File: config.mk
export PLATFORM = sky130hd
export DESIGN_NAME = stg_idex
export DESIGN_NICKNAME = d
export VERILOG_FILES = /design/src/rtl/stg_idex_pkg.sv /design/src/rtl/sat_cnt.sv /design/src/rtl/stg_idex.sv
export SDC_FILE = /design/constraint.sdc
export NUM_CORES = 1
export LEC_CHECK = 0
export ABC_CLOCK_PERIOD_IN_PS = 3900
export CORE_MARGIN = 2
export CORE_UTILIZATION = 47
export CTS_BUF_LIST = sky130_fd_sc_hd__clkbuf_4
export DETAILED_ROUTE_END_ITERATION = 8
export GPL_ROUTABILITY_DRIVEN = 0
export PLACE_DENSITY_LB_ADDON = 0.3
export SLEW_MARGIN = 10
export SYNTH_ARGS = -nofsm -noshare
export SYNTH_HDL_FRONTEND = slang
export SYNTH_SLANG_ARGS = --single-unit
File: constraint.sdc
create_clock -name iw_clk -period 3.9 [get_ports iw_clk]
set_input_delay 0.585 -clock iw_clk [delete_from_list [all_inputs] [get_ports iw_clk]]
set_output_delay 0.585 -clock iw_clk [all_outputs]
set_load 0.01 [all_outputs]
File: src/rtl/stg_idex_pkg.sv
// Shared types for the ID->EX stage: field widths, FSM encoding, EX payload and bubble value.
package stg_idex_pkg;

    localparam int unsigned OPC_W = 8;
    localparam int unsigned GP_W  = 4;
    localparam int unsigned SR_W  = 2;
    localparam int unsigned IMM_W = 24;
    localparam int unsigned PC_W  = 24;

    localparam logic [OPC_W-1:0] OPC_NOP = 8'h00;

    typedef enum logic [1:0] {
        ST_RUN    = 2'd0,
        ST_STALL  = 2'd1,
        ST_SQUASH = 2'd2
    } state_e;

    typedef struct packed {
        logic             valid;
        logic [PC_W-1:0]  pc;
        logic [OPC_W-1:0] opc;
        logic [GP_W-1:0]  tgt_gp;
        logic             tgt_gp_we;
        logic [GP_W-1:0]  src_gp;
        logic [SR_W-1:0]  tgt_sr;
        logic             tgt_sr_we;
        logic [SR_W-1:0]  src_sr;
        logic [IMM_W-1:0] imm;
    } idex_t;

    localparam idex_t IDEX_BUBBLE = '{
        valid:     1'b0,
        pc:        '0,
        opc:       OPC_NOP,
        tgt_gp:    '0,
        tgt_gp_we: 1'b0,
        src_gp:    '0,
        tgt_sr:    '0,
        tgt_sr_we: 1'b0,
        src_sr:    '0,
        imm:       '0
    };

endpackage

File: src/rtl/sat_cnt.sv
// Saturating up-counter: increments on inc, sticks at all-ones.
module sat_cnt #(
    parameter int unsigned W = 16
) (
    input  logic         clk,
    input  logic         rst_n,
    input  logic         inc,
    output logic [W-1:0] count
);

    logic [W-1:0] count_q;
    logic [W-1:0] count_d;

    always_comb begin
        count_d = count_q;
        if (inc && (count_q != '1)) begin
            count_d = count_q + W'(1);
        end
    end

    always_ff @(posedge clk or negedge rst_n) begin
        if (!rst_n) begin
            count_q <= '0;
        end else begin
            count_q <= count_d;
        end
    end

    assign count = count_q;

endmodule

File: src/rtl/stg_idex.sv
// ID->EX pipeline register with stall bubbles, flush-driven squash window and perf counters.
module stg_idex
    import stg_idex_pkg::*;
#(
    parameter int unsigned SQ_LEN = 2,   // ID slots killed per flush, flush cycle included (1..3)
    parameter int unsigned CNT_W  = 16
) (
    input  logic             iw_clk,
    input  logic             iw_rst_n,
    input  logic             iw_stall,
    input  logic             iw_flush,
    input  logic             iw_valid,
    input  logic [PC_W-1:0]  iw_pc,
    input  logic [OPC_W-1:0] iw_opc,
    input  logic [GP_W-1:0]  iw_tgt_gp,
    input  logic             iw_tgt_gp_we,
    input  logic [GP_W-1:0]  iw_src_gp,
    input  logic [SR_W-1:0]  iw_tgt_sr,
    input  logic             iw_tgt_sr_we,
    input  logic [SR_W-1:0]  iw_src_sr,
    input  logic [IMM_W-1:0] iw_imm,
    output logic             ow_valid,
    output logic [PC_W-1:0]  ow_pc,
    output logic [OPC_W-1:0] ow_opc,
    output logic [GP_W-1:0]  ow_tgt_gp,
    output logic             ow_tgt_gp_we,
    output logic [GP_W-1:0]  ow_src_gp,
    output logic [SR_W-1:0]  ow_tgt_sr,
    output logic             ow_tgt_sr_we,
    output logic [SR_W-1:0]  ow_src_sr,
    output logic [IMM_W-1:0] ow_imm,
    output logic             ow_ifid_hold,
    output logic [CNT_W-1:0] ow_stall_cnt,
    output logic [CNT_W-1:0] ow_squash_cnt
);

    localparam int unsigned      SQ_CNT_W  = 2;
    localparam logic [SQ_CNT_W-1:0] SQ_RELOAD = SQ_CNT_W'(SQ_LEN - 1);

    state_e              state_q, state_d;
    logic [SQ_CNT_W-1:0] sq_cnt_q, sq_cnt_d;
    idex_t               ex_q, ex_d;
    idex_t               id_fields;
    logic                stall_inc;
    logic                squash_inc;

    assign id_fields = '{
        valid:     iw_valid,
        pc:        iw_pc,
        opc:       iw_opc,
        tgt_gp:    iw_tgt_gp,
        tgt_gp_we: iw_tgt_gp_we,
        src_gp:    iw_src_gp,
        tgt_sr:    iw_tgt_sr,
        tgt_sr_we: iw_tgt_sr_we,
        src_sr:    iw_src_sr,
        imm:       iw_imm
    };

    // Flush outranks the squash window, which outranks stall; stall is ignored while squashing.
    always_comb begin
        state_d    = state_q;
        sq_cnt_d   = sq_cnt_q;
        ex_d       = IDEX_BUBBLE;
        stall_inc  = 1'b0;
        squash_inc = 1'b0;

        if (iw_flush) begin
            squash_inc = iw_valid;
            sq_cnt_d   = SQ_RELOAD;
            state_d    = (SQ_LEN > 1) ? ST_SQUASH : ST_RUN;
        end else begin
            unique case (state_q)
                ST_SQUASH: begin
                    squash_inc = iw_valid;
                    sq_cnt_d   = sq_cnt_q - SQ_CNT_W'(1);
                    if (sq_cnt_d == '0) begin
                        state_d = ST_RUN;
                    end
                end
                default: begin
                    if (iw_stall) begin
                        stall_inc = 1'b1;
                        state_d   = ST_STALL;
                    end else begin
                        state_d = ST_RUN;
                        if (iw_valid) begin
                            ex_d = id_fields;
                        end
                    end
                end
            endcase
        end
    end

    always_ff @(posedge iw_clk or negedge iw_rst_n) begin
        if (!iw_rst_n) begin
            state_q  <= ST_RUN;
            sq_cnt_q <= '0;
            ex_q     <= IDEX_BUBBLE;
        end else begin
            state_q  <= state_d;
            sq_cnt_q <= sq_cnt_d;
            ex_q     <= ex_d;
        end
    end

    sat_cnt #(.W(CNT_W)) u_stall_cnt (
        .clk   (iw_clk),
        .rst_n (iw_rst_n),
        .inc   (stall_inc),
        .count (ow_stall_cnt)
    );

    sat_cnt #(.W(CNT_W)) u_squash_cnt (
        .clk   (iw_clk),
        .rst_n (iw_rst_n),
        .inc   (squash_inc),
        .count (ow_squash_cnt)
    );

    assign ow_ifid_hold = iw_stall & ~iw_flush;

    assign ow_valid     = ex_q.valid;
    assign ow_pc        = ex_q.pc;
    assign ow_opc       = ex_q.opc;
    assign ow_tgt_gp    = ex_q.tgt_gp;
    assign ow_tgt_gp_we = ex_q.tgt_gp_we;
    assign ow_src_gp    = ex_q.src_gp;
    assign ow_tgt_sr    = ex_q.tgt_sr;
    assign ow_tgt_sr_we = ex_q.tgt_sr_we;
    assign ow_src_sr    = ex_q.src_sr;
    assign ow_imm       = ex_q.imm;

endmodule

Word level (Yosys, flattened, before mapping)

Index checks and enable logic that the tools add are counted.

Bits in registers: 107
Bits of input ports: 75
Output and inout bits: 104
Logic and storage cells: 42

$add $sub $neg: 3
Eq/ne operators: 4
Multiplexer cells: 15
Bitwise gates (word level): 2
Reduce and logical (&&, ||, !) cells: 4

Operator list:

| operator                                         | number |
|---|---|
| two-way mux 71 bit                               | 4 |
| adder 16 x 1 -> 16 bit, second input constant    | 2 |
| inequality test 16 bit, second input constant    | 2 |
| two-way mux 2 bit                                | 5 |
| two-way mux 1 bit                                | 6 |
| inequality test 3 bit, second input constant     | 1 |
| == test 2 bit, second input constant             | 1 |
| logical AND 1 bit                                | 2 |
| zero test 2 bit                                  | 1 |
| nonzero test 2 bit                               | 1 |
| subtractor 2 x 1 -> 2 bit, second input constant | 1 |
| AND 1 bit                                        | 1 |
| NOT 1 bit                                        | 1 |

Depth between registers and ports, before layout

Gate-level depths: netlist (run 1).

Depth after elaboration: 5
Mapped depth: 7
Depth with buffers taken out: 6

Hierarchy

A second synthesis (run 1) with hierarchy kept.

Cell total of the unflattened synthesis: 408
Area total of the unflattened synthesis: 4,832.1 µm²

Modules (own cells, without submodules):

| module   | times used | cells each | area each (µm²) | seq. area each (µm²) |
|---|---|---|---|---|
| stg_idex | 1          | 264        | 3,113.0         | 1,876.8 |
| sat_cnt  | 2          | 72         | 859.6           | 400.4 |

Least setup slack after synthesis (run 1)

Ideal clock, no wire load.

Path kind: input to register
Start: in iw_flush
End: reg u_stall_cnt.count_q[1] (netlist: u_stall_cnt.count[1])
Setup time: 0.125 ns
Data arrival time: 1.762 ns
Data required time: 3.775 ns
Setup slack: 2.013 ns
Cell stages on the path: 6
Buffers on the path: 1
Cells stage by stage: buf_2 > nand2b_1 > inv_1 > nand2_1 > nor2_1 > mux2_2

Longest elaborated chain between the ends: 2

RTL lines:

| item                   | line           | text |
|---|---|---|
| start: declaration     | stg_idex.sv:11 | `input logic iw_flush,` |
| two-way mux 1 bit      | stg_idex.sv:68 | `if (iw_flush) begin` |
| logical AND 1 bit      | sat_cnt.sv:16  | `if (inc && (count_q != '1)) begin` |
| end signal: assignment | sat_cnt.sv:25  | `count_q <= count_d;` |
| end: declaration       | sat_cnt.sv:11  | `logic [W-1:0] count_q;` |

Every way passes these cells.
A chain may end at the register's enable or synchronous reset.

Worst setup path after layout (run 1)

Start: in iw_flush
End: out ow_ifid_hold

Longest elaborated chain between the ends: 2

RTL lines:

| item             | line            | text |
|---|---|---|
| NOT 1 bit        | stg_idex.sv:122 | `assign ow_ifid_hold = iw_stall & ~iw_flush;` |
| AND 1 bit        | stg_idex.sv:122 |  |
| end: declaration | stg_idex.sv:32  | `output logic ow_ifid_hold,` |

Every way passes these cells.

==> impl_metrics.csv, run 1 <==
group,metric,value,unit
yosys,synth_top_flop_cell,"sky130_fd_sc_hd__dfrtp_1",
yosys,synthDistinctLibCells,41,
power,internal-power,1670,uW
global_routing,maximum_number_of_pins_on_one_net_before_global_route_repair,108,
setup_path,worst-endpoint-arrival,2150,ps
yosys,synthesis.nets,392,
sta,clock_skew,26.1,ps
routing,avgViaCountPerCell,4.97,
setup_path,worst-path-max-fanout,10,
power,p_seq_share,55.0,%
hold_path,min-delay-path-class,"primary input to asynchronous set/reset pin",
setup_path,type_of_the_setup_path_with_the_least_slack,"primary input to output pin",
routing,drtPass1Iterations,4,
yosys,mappedNetlistArea,4080,sq um
global_routing,grt_overflow_total,0,
clock_tree,cts_resized,0,
floorplan,fp.dieArea,9440,sq um
clock_tree,cts_buffer_depth,2,
routing,wire_per_inst,16.0,um
yosys,async_reset_ff_share,100,%
global_routing,grt_usage,21.0,%
clock_tree,cts_hold_buffers_added,0,
floorplan,ios,179,
clock_tree,cts_num_sinks,107,
yosys,syn_area_per_cell,13.0,sq um
yosys,post_synth_edffs,0,
routing,drtIter0Drc,62,
final_layout,syn2layout_area_growth,50.1,%
sta,timing.slew.headroom,44.1,%
global_routing,grt_antenna_before_repair,0,
setup_path,crit_path_end_kind,"output pin",
clock_tree,clk_transition_reported_paths,170,ps
run,cap_viol_max_count,0,
final_layout,finalNetCount,573,
sta,final_period_utilization,70.0,%
clock_tree,clk_latency_worst_skew_pair,440,ps
sta,max_freq,0.366,GHz
outcome,outcome,"completed",
clock_tree,htreeDepth,3,
floorplan,floorplan.die.height,97.2,um
routing,drcViolationCount,0,
floorplan,core_area,8300,sq um
final_layout,nFillCells,592,
final_layout,n_antenna_cell,0,
sta,final-max-slew-violation-count,0,
yosys,synth_cells,314,
clock_tree,post-cts-setup-buffer-count,0,
sta,layout_setup_ws,1170,ps
global_routing,number_of_global_route_vias_before_repair,3166,
sta,period_minus_slack,2730,ps
place,preCtsSetupSlack,1190,ps
power,combinationalPowerShare,20.2,%
floorplan,start_util,49.1,%
yosys,synth_warnings,0,
clock_tree,root_buffer,"sky130_fd_sc_hd__clkbuf_4",
floorplan,chipWidth,97.2,um
setup_path,r2r_start,"state_q[0]",
clock_tree,clock_tree_from_tritoncts,"built",
power,clock_power_share,24.7,%
setup_path,critPathRequiredTime,3310,ps
place,dp_hpwl,7140,um
power,power.net_switching,680,uW
setup_path,cp-startpoint,"iw_flush",
power,switching_share,28.9,%
routing,finalWirelength,9670,um
global_routing,grt_pass1_wl,15800,um
final_layout,share_of_post_route_cells_with_drive_strength_above_1,6.60,%
power,p_per_area,384,nW/um^2
place,port_buffers,178,
routing,detailroute.via_count,3004,
power,fin_total_pwr,2350,uW
floorplan,fp-row-count,33,
routing,detail-route-antenna-nets,0,
sta,setup_viol_count_final,0,
yosys,yosys_register_bits,107,
power,p_leak,0.00278,uW
power,ir_drop,0.232,mV
yosys,portion_of_the_post_synthesis_area_used_by_sequential_elements,65.6,%
sta,setup_repair_after_global_routing_missed_its_margin,"no",
sta,hold_viol_final,0,
clock_tree,number_of_buffers_created_by_cts,9,
setup_path,start_kind,"primary input",
sta,slew_at_the_pin_closest_to_its_max_slew_limit,837,ps
sta,totalNegativeSetupSlack,0,ps
## through the flow
step / utilization, % / hold WS (ps) / std cells / area [sq um]
final: 73.8 / 165 / 605 / 6120
after global placement: 71.9 / 484 / 589 / 5970
after global routing: 73.8 / 191 / 605 / 6120
after detailed placement: 71.9 / 493 / 589 / 5970
after floorplan: - / 289 / 314 / 4080
after CTS: 73.8 / 180 / 605 / 6120
## metal layers
layer  vias to the layer above  routed length [um]  global-route usage, %
li1                       1415                   -                      -
met1                      1464                3650                   23.5
met2                       111                4970                   36.5
met3                        14                 874                   8.63
met4                         0                 167                   6.50
met5                         -                   0                      0
## cells in the final DEF, fill, tap and decap left out, types with 2 or more instances in the layout
master                              n
sky130_fd_sc_hd__and2_1            72
sky130_fd_sc_hd__a21oi_1            6
sky130_fd_sc_hd__xnor2_1            6
sky130_fd_sc_hd__and4_1             3
sky130_fd_sc_hd__inv_1              7
sky130_fd_sc_hd__nor3_1            10
sky130_fd_sc_hd__nor4_2             2
sky130_fd_sc_hd__nand4_1           11
sky130_fd_sc_hd__xor2_1            17
sky130_fd_sc_hd__nand2_1           10
sky130_fd_sc_hd__o211ai_1           2
sky130_fd_sc_hd__nor2_1             6
sky130_fd_sc_hd__mux2_2             4
sky130_fd_sc_hd__nand3_1            5
sky130_fd_sc_hd__clkdlybuf4s50_1  177
sky130_fd_sc_hd__o2111ai_1          2
sky130_fd_sc_hd__nor3b_1            2
sky130_fd_sc_hd__and3_1             2
sky130_fd_sc_hd__o21ai_0            5
sky130_fd_sc_hd__nand2b_1           3
sky130_fd_sc_hd__clkbuf_4           9
sky130_fd_sc_hd__clkinv_4           3
sky130_fd_sc_hd__buf_4              2
sky130_fd_sc_hd__nor4_1             3
sky130_fd_sc_hd__ha_1               3
sky130_fd_sc_hd__dfrtp_1          107
## worst max-delay path, stage by stage
cell and delay (ps):
sky130_fd_sc_hd__clkdlybuf4s50_1 600, sky130_fd_sc_hd__nand2b_1 290, sky130_fd_sc_hd__inv_1 120, sky130_fd_sc_hd__clkdlybuf4s50_1 550
## kinds of logic after synthesis
group                      Yosys count  synth area share, %
AOI/OAI and AO/OA                   21                 3.53
DFF                                107                 65.6
and+or+nand+nor                    139                 22.1
buffers and inverters               17                 1.81
xor gates and xnor gates            23                 4.94
adders and majority gates            3                0.920
muxes                                4                 1.10
## state kept, by name, indices dropped and copies added, names as in the netlist, 4 cells and up
name / cells
ow_imm: 24
ow_pc: 24
u_squash_cnt.count: 16
u_stall_cnt.count: 16
ow_opc: 8
ow_src_gp: 4
ow_tgt_gp: 4
## cell usage after synthesis (2+ instances only)
| cell type | count | share of area, % |
|---|---|---|
| sky130_fd_sc_hd__dfrtp_1 | 107 | 66 |
| sky130_fd_sc_hd__and2_1 | 72 | 11 |
| sky130_fd_sc_hd__xor2_1 | 17 | 3.7 |
| sky130_fd_sc_hd__nand4_1 | 11 | 1.7 |
| sky130_fd_sc_hd__nand2_1 | 10 | 0.92 |
| sky130_fd_sc_hd__nor3_1 | 10 | 1.2 |
| sky130_fd_sc_hd__clkbuf_1 | 7 | 0.64 |
| sky130_fd_sc_hd__inv_1 | 7 | 0.64 |
| sky130_fd_sc_hd__a21oi_1 | 6 | 0.74 |
| sky130_fd_sc_hd__nor2_1 | 6 | 0.55 |
| sky130_fd_sc_hd__xnor2_1 | 6 | 1.3 |
| sky130_fd_sc_hd__nand3_1 | 5 | 0.61 |
| sky130_fd_sc_hd__o21ai_0 | 5 | 0.61 |
| sky130_fd_sc_hd__mux2_2 | 4 | 1.1 |
| sky130_fd_sc_hd__and4_1 | 3 | 0.64 |
| sky130_fd_sc_hd__ha_1 | 3 | 0.92 |
| sky130_fd_sc_hd__nand2b_1 | 3 | 0.46 |
| sky130_fd_sc_hd__nor4_1 | 3 | 0.46 |
| sky130_fd_sc_hd__and3_1 | 2 | 0.31 |
| sky130_fd_sc_hd__buf_2 | 2 | 0.25 |
| sky130_fd_sc_hd__nor3b_1 | 2 | 0.37 |
| sky130_fd_sc_hd__nor4_2 | 2 | 0.61 |
| sky130_fd_sc_hd__o2111ai_1 | 2 | 0.43 |
| sky130_fd_sc_hd__o211ai_1 | 2 | 0.37 |
## power groups by stage
stage / Clock (uW) / Sequential [uW] / Combinational [uW]
3_5_place_dp: 0 / 1310 / 481
2_1_floorplan: 0 / 1330 / 153
4_1_cts: 603 / 1290 / 484
3_3_place_gp: 0 / 1310 / 466
5_1_grt: 640 / 1310 / 518
6_report: 582 / 1300 / 476
## final cells by class
| type | count | area (sq um) | share of cell area, % |
|---|---|---|---|
| repair buffers | 180 | 1810 | 29.5 |
| well taps | 105 | 131 | 2.15 |
| inverters | 7 | 26.3 | 0.429 |
| multi-input cells | 190 | 1330 | 21.7 |
| flip-flops and latches | 107 | 2680 | 43.7 |
| clock buffers | 9 | 67.6 | 1.10 |
| clock inverters | 7 | 83.8 | 1.37 |
## final timing paths
check / end / slack, ps / cells past startpoint
max: ow_ifid_hold / 1170 / 4
min: u_stall_cnt.count[10] / 160 / 2
max reg2reg: u_squash_cnt.count[10] / 1810 / 4
min reg2reg: u_squash_cnt.count[10] / 510 / 1
max in group asynchronous: ow_pc[10] / 3300 / 2
min in group iw_clk: u_squash_cnt.count[10] / 510 / 1
Note: power is estimated with default switching activity, not from simulation.
==> run 2, diff against run 1 <==
ABC_CLOCK_PERIOD_IN_PS = 2200   (was 3900)
CORE_UTILIZATION = 39   (was 47)
clock period = 2.2 ns   (was 3.9 ns; I/O delays follow)
==> run 2 against run 1 <==
Against the previous run:
- sequential cell count unchanged
- final area increased by 2.2%
- first-iteration DRC count increased by 85%
- sequential power increased by 77%
- combinational power increased by 83%
- count of clock-buffer cells in the layout unchanged
- worst hold slack improved by 140 ps
- die area increased by 20%
- clock skew decreased by 14 ps
- critical path depth unchanged
- critical path type unchanged
- highest routed layer unchanged
==> impl_metrics.csv, run 2 (synthesized netlist as in run 1, its figures left out) <==
group,metric,value,unit
setup_path,worst-endpoint-arrival,1700,ps
sta,hold_viol_final,0,
power,combinationalPowerShare,20.0,%
run,cap_viol_max_count,0,
setup_path,worst-path-max-fanout,3,
power,switching_share,26.9,%
sta,setup_viol_count_final,0,
clock_tree,clk_latency_worst_skew_pair,440,ps
final_layout,layout_commonest_cell,"sky130_fd_sc_hd__clkdlybuf4s50_1",
setup_path,worst-path-buf-inv,3,
floorplan,floorplan.die.height,106,um
sta,timing.slew.headroom,52.9,%
clock_tree,root_buffer,"sky130_fd_sc_hd__clkbuf_4",
setup_path,cp-startpoint,"iw_stall",
routing,wire_per_inst,15.1,um
floorplan,core_area,10200,sq um
final_layout,finish.cell_count_without_fillers,642,
power,ir_drop,0.336,mV
setup_path,cells_traversed_along_the_worst_timing_path,"clkdlybuf4s50_1 > nand2b_1 > inv_1 > clkdlybuf4s50_1",
global_routing,groute.layer.met2.usage,29.5,%
routing,drcViolationCount,0,
global_routing,grt_overflow_total,0,
setup_path,reg2reg_end,"u_squash_cnt.count[1]",
global_routing,grt_pass1_wl,15900,um
final_layout,syn2layout_area_growth,53.4,%
power,p_leak,0.00284,uW
power,p_seq_share,52.6,%
sta,period_minus_slack,2030,ps
final_layout,seqCellArea,2680,sq um
power,internal-power,3190,uW
sta,final-max-slew-violation-count,0,
sta,worst_hold_slack,306,ps
clock_tree,cts_resized,0,
final_layout,nFillCells,836,
power,p_per_area,697,nW/um^2
setup_path,start_kind,"primary input",
sta,slew_at_the_pin_closest_to_its_max_slew_limit,699,ps
floorplan,chipWidth,106,um
setup_path,r2r_start,"u_squash_cnt.count[0]",
place,port_buffers,178,
floorplan,start_util,39.9,%
clock_tree,cts_num_sinks,107,
floorplan,fp.dieArea,11300,sq um
clock_tree,clk_transition_reported_paths,160,ps
sta,setup_repair_after_global_routing_missed_its_margin,"no",
setup_path,worstRegToRegCells,5,
power,fin_total_pwr,4360,uW
final_layout,n_antenna_cell,0,
routing,drtIter0Drc,115,
final_layout,share_of_post_route_cells_with_drive_strength_above_1,7.51,%
sta,clock_skew,12.4,ps
final_layout,finalCoreUtilization,61.1,%
floorplan,fp-row-count,37,
setup_path,maximum_single_stage_delay_on_the_critical_path,550,ps
final_layout,multi_input_comb_area,1330,sq um
sta,totalNegativeSetupSlack,0,ps
global_routing,maximum_number_of_pins_on_one_net_before_global_route_repair,72,
routing,finalWirelength,9720,um
sta,final_period_utilization,92.2,%
setup_path,critPathMostFrequentCell,"sky130_fd_sc_hd__clkdlybuf4s50_1",
power,power.net_switching,1170,uW
clock_tree,clock_tree_from_tritoncts,"built",
global_routing,grt_usage,18.2,%
global_routing,grt_util_met3,9.81,%
global_routing,globalRouteMet1Util,20.4,%
clock_tree,number_of_buffers_created_by_cts,9,
setup_path,critPathRequiredTime,1870,ps
routing,detail-route-antenna-nets,0,
setup_path,setup.reg_to_reg.worst_slack,400,ps
global_routing,grt_antenna_before_repair,0,
power,clock_power_share,27.4,%
final_layout,finalNetCount,580,
setup_path,critPathTopFamily,"buffers and inverters",
setup_path,type_of_the_setup_path_with_the_least_slack,"primary input to output pin",
clock_tree,htreeDepth,3,
setup_path,critical_path.slowest_cell,"sky130_fd_sc_hd__clkdlybuf4s50_1",
setup_path,crit_path_end_kind,"output pin",
hold_path,min-delay-path-class,"primary input to asynchronous set/reset pin",
outcome,outcome,"completed",
floorplan,ios,179,
sta,max_freq,0.493,GHz
global_routing,globalRoute.busiestLayer,"met2",
place,dpl.cell_count,626,
routing,avgViaCountPerCell,4.72,
global_routing,number_of_global_route_vias_before_repair,3191,
routing,drtPass1Iterations,4,
clock_tree,cts_buffer_depth,2,
final_layout,mostFrequentLayoutCells,"sky130_fd_sc_hd__clkdlybuf4s50_1, sky130_fd_sc_hd__dfrtp_1, sky130_fd_sc_hd__and2_1, sky130_fd_sc_hd__xor2_1, sky130_fd_sc_hd__nand4_1",
place,dp_hpwl,7360,um
routing,detailroute.via_count,3030,
run 2: cell count changes in the layout (fill, tap and decap cells not counted), sizes merged:
cell,before,now
buf,3,9
bufinv,1,3
clkinv,3,2
clkinvlp,1,0
dlygate4sd3,0,1
inv,9,8
run 2: metal layers:
| layer | part of all wire (%) | routed length, um |
|---|---|---|
| met1 | 37 | 3640 |
| met2 | 49 | 4810 |
| met3 | 11 | 1110 |
| met4 | 1.6 | 155 |
| met5 | 0 | 0 |
run 2: worst register-to-register path, delay by kind of cell, from the launching register on:
| family | cells | cell delay (ps) |
|---|---|---|
| simple gates | 3 | 740 |
| fa+ha+maj | 1 | 240 |
| flops | 1 | 430 |
| mux | 1 | 290 |
run 2: timing repair:
action,4_1_cts,5_1_grt
hold endpoints to repair,22,0
hold buffers,1,0
setup buffers,0,0
run 2: stage by stage:
| stage | area (sq um) | setup WS (ps) |
|---|---|---|
| 3_5_place_dp | 6070 | 182 |
| 2_1_floorplan | 4080 | 531 |
| 6_report | 6260 | 172 |
| 4_1_cts | 6260 | 165 |
| 5_1_grt | 6260 | 118 |
| 3_3_place_gp | 6070 | 176 |
run 2: cell type report:
cell class | count | share of cell area [%]
Sequential cell | 107 | 42.8
Timing Repair Buffer | 187 | 30.0
Multi-Input combinational cell | 190 | 21.2
Tap cell | 136 | 2.72
Clock inverter | 6 | 1.80
Clock buffer | 9 | 1.08
Inverter | 7 | 0.420
run 2: power groups by stage:
stage	combinational (uW)	clock [uW]	sequential (uW)
final	872	1190	2300
after global routing	948	1330	2330
after CTS	890	1250	2300
after detailed placement	883	0	2330
after global placement	860	0	2330
after floorplan	272	0	2370
run 2: worst max-delay path by stage:
| stage | end | slack, ps | cells past startpoint |
|---|---|---|---|
| 3_5_place_dp | ow_ifid_hold | 180 | 4 |
| 3_3_place_gp | ow_ifid_hold | 180 | 4 |
| 4_1_cts | ow_ifid_hold | 160 | 4 |
| 6_report | ow_ifid_hold | 170 | 4 |
| 2_1_floorplan | u_squash_cnt.count[15] | 530 | 5 |
| 5_1_grt | ow_ifid_hold | 120 | 4 |
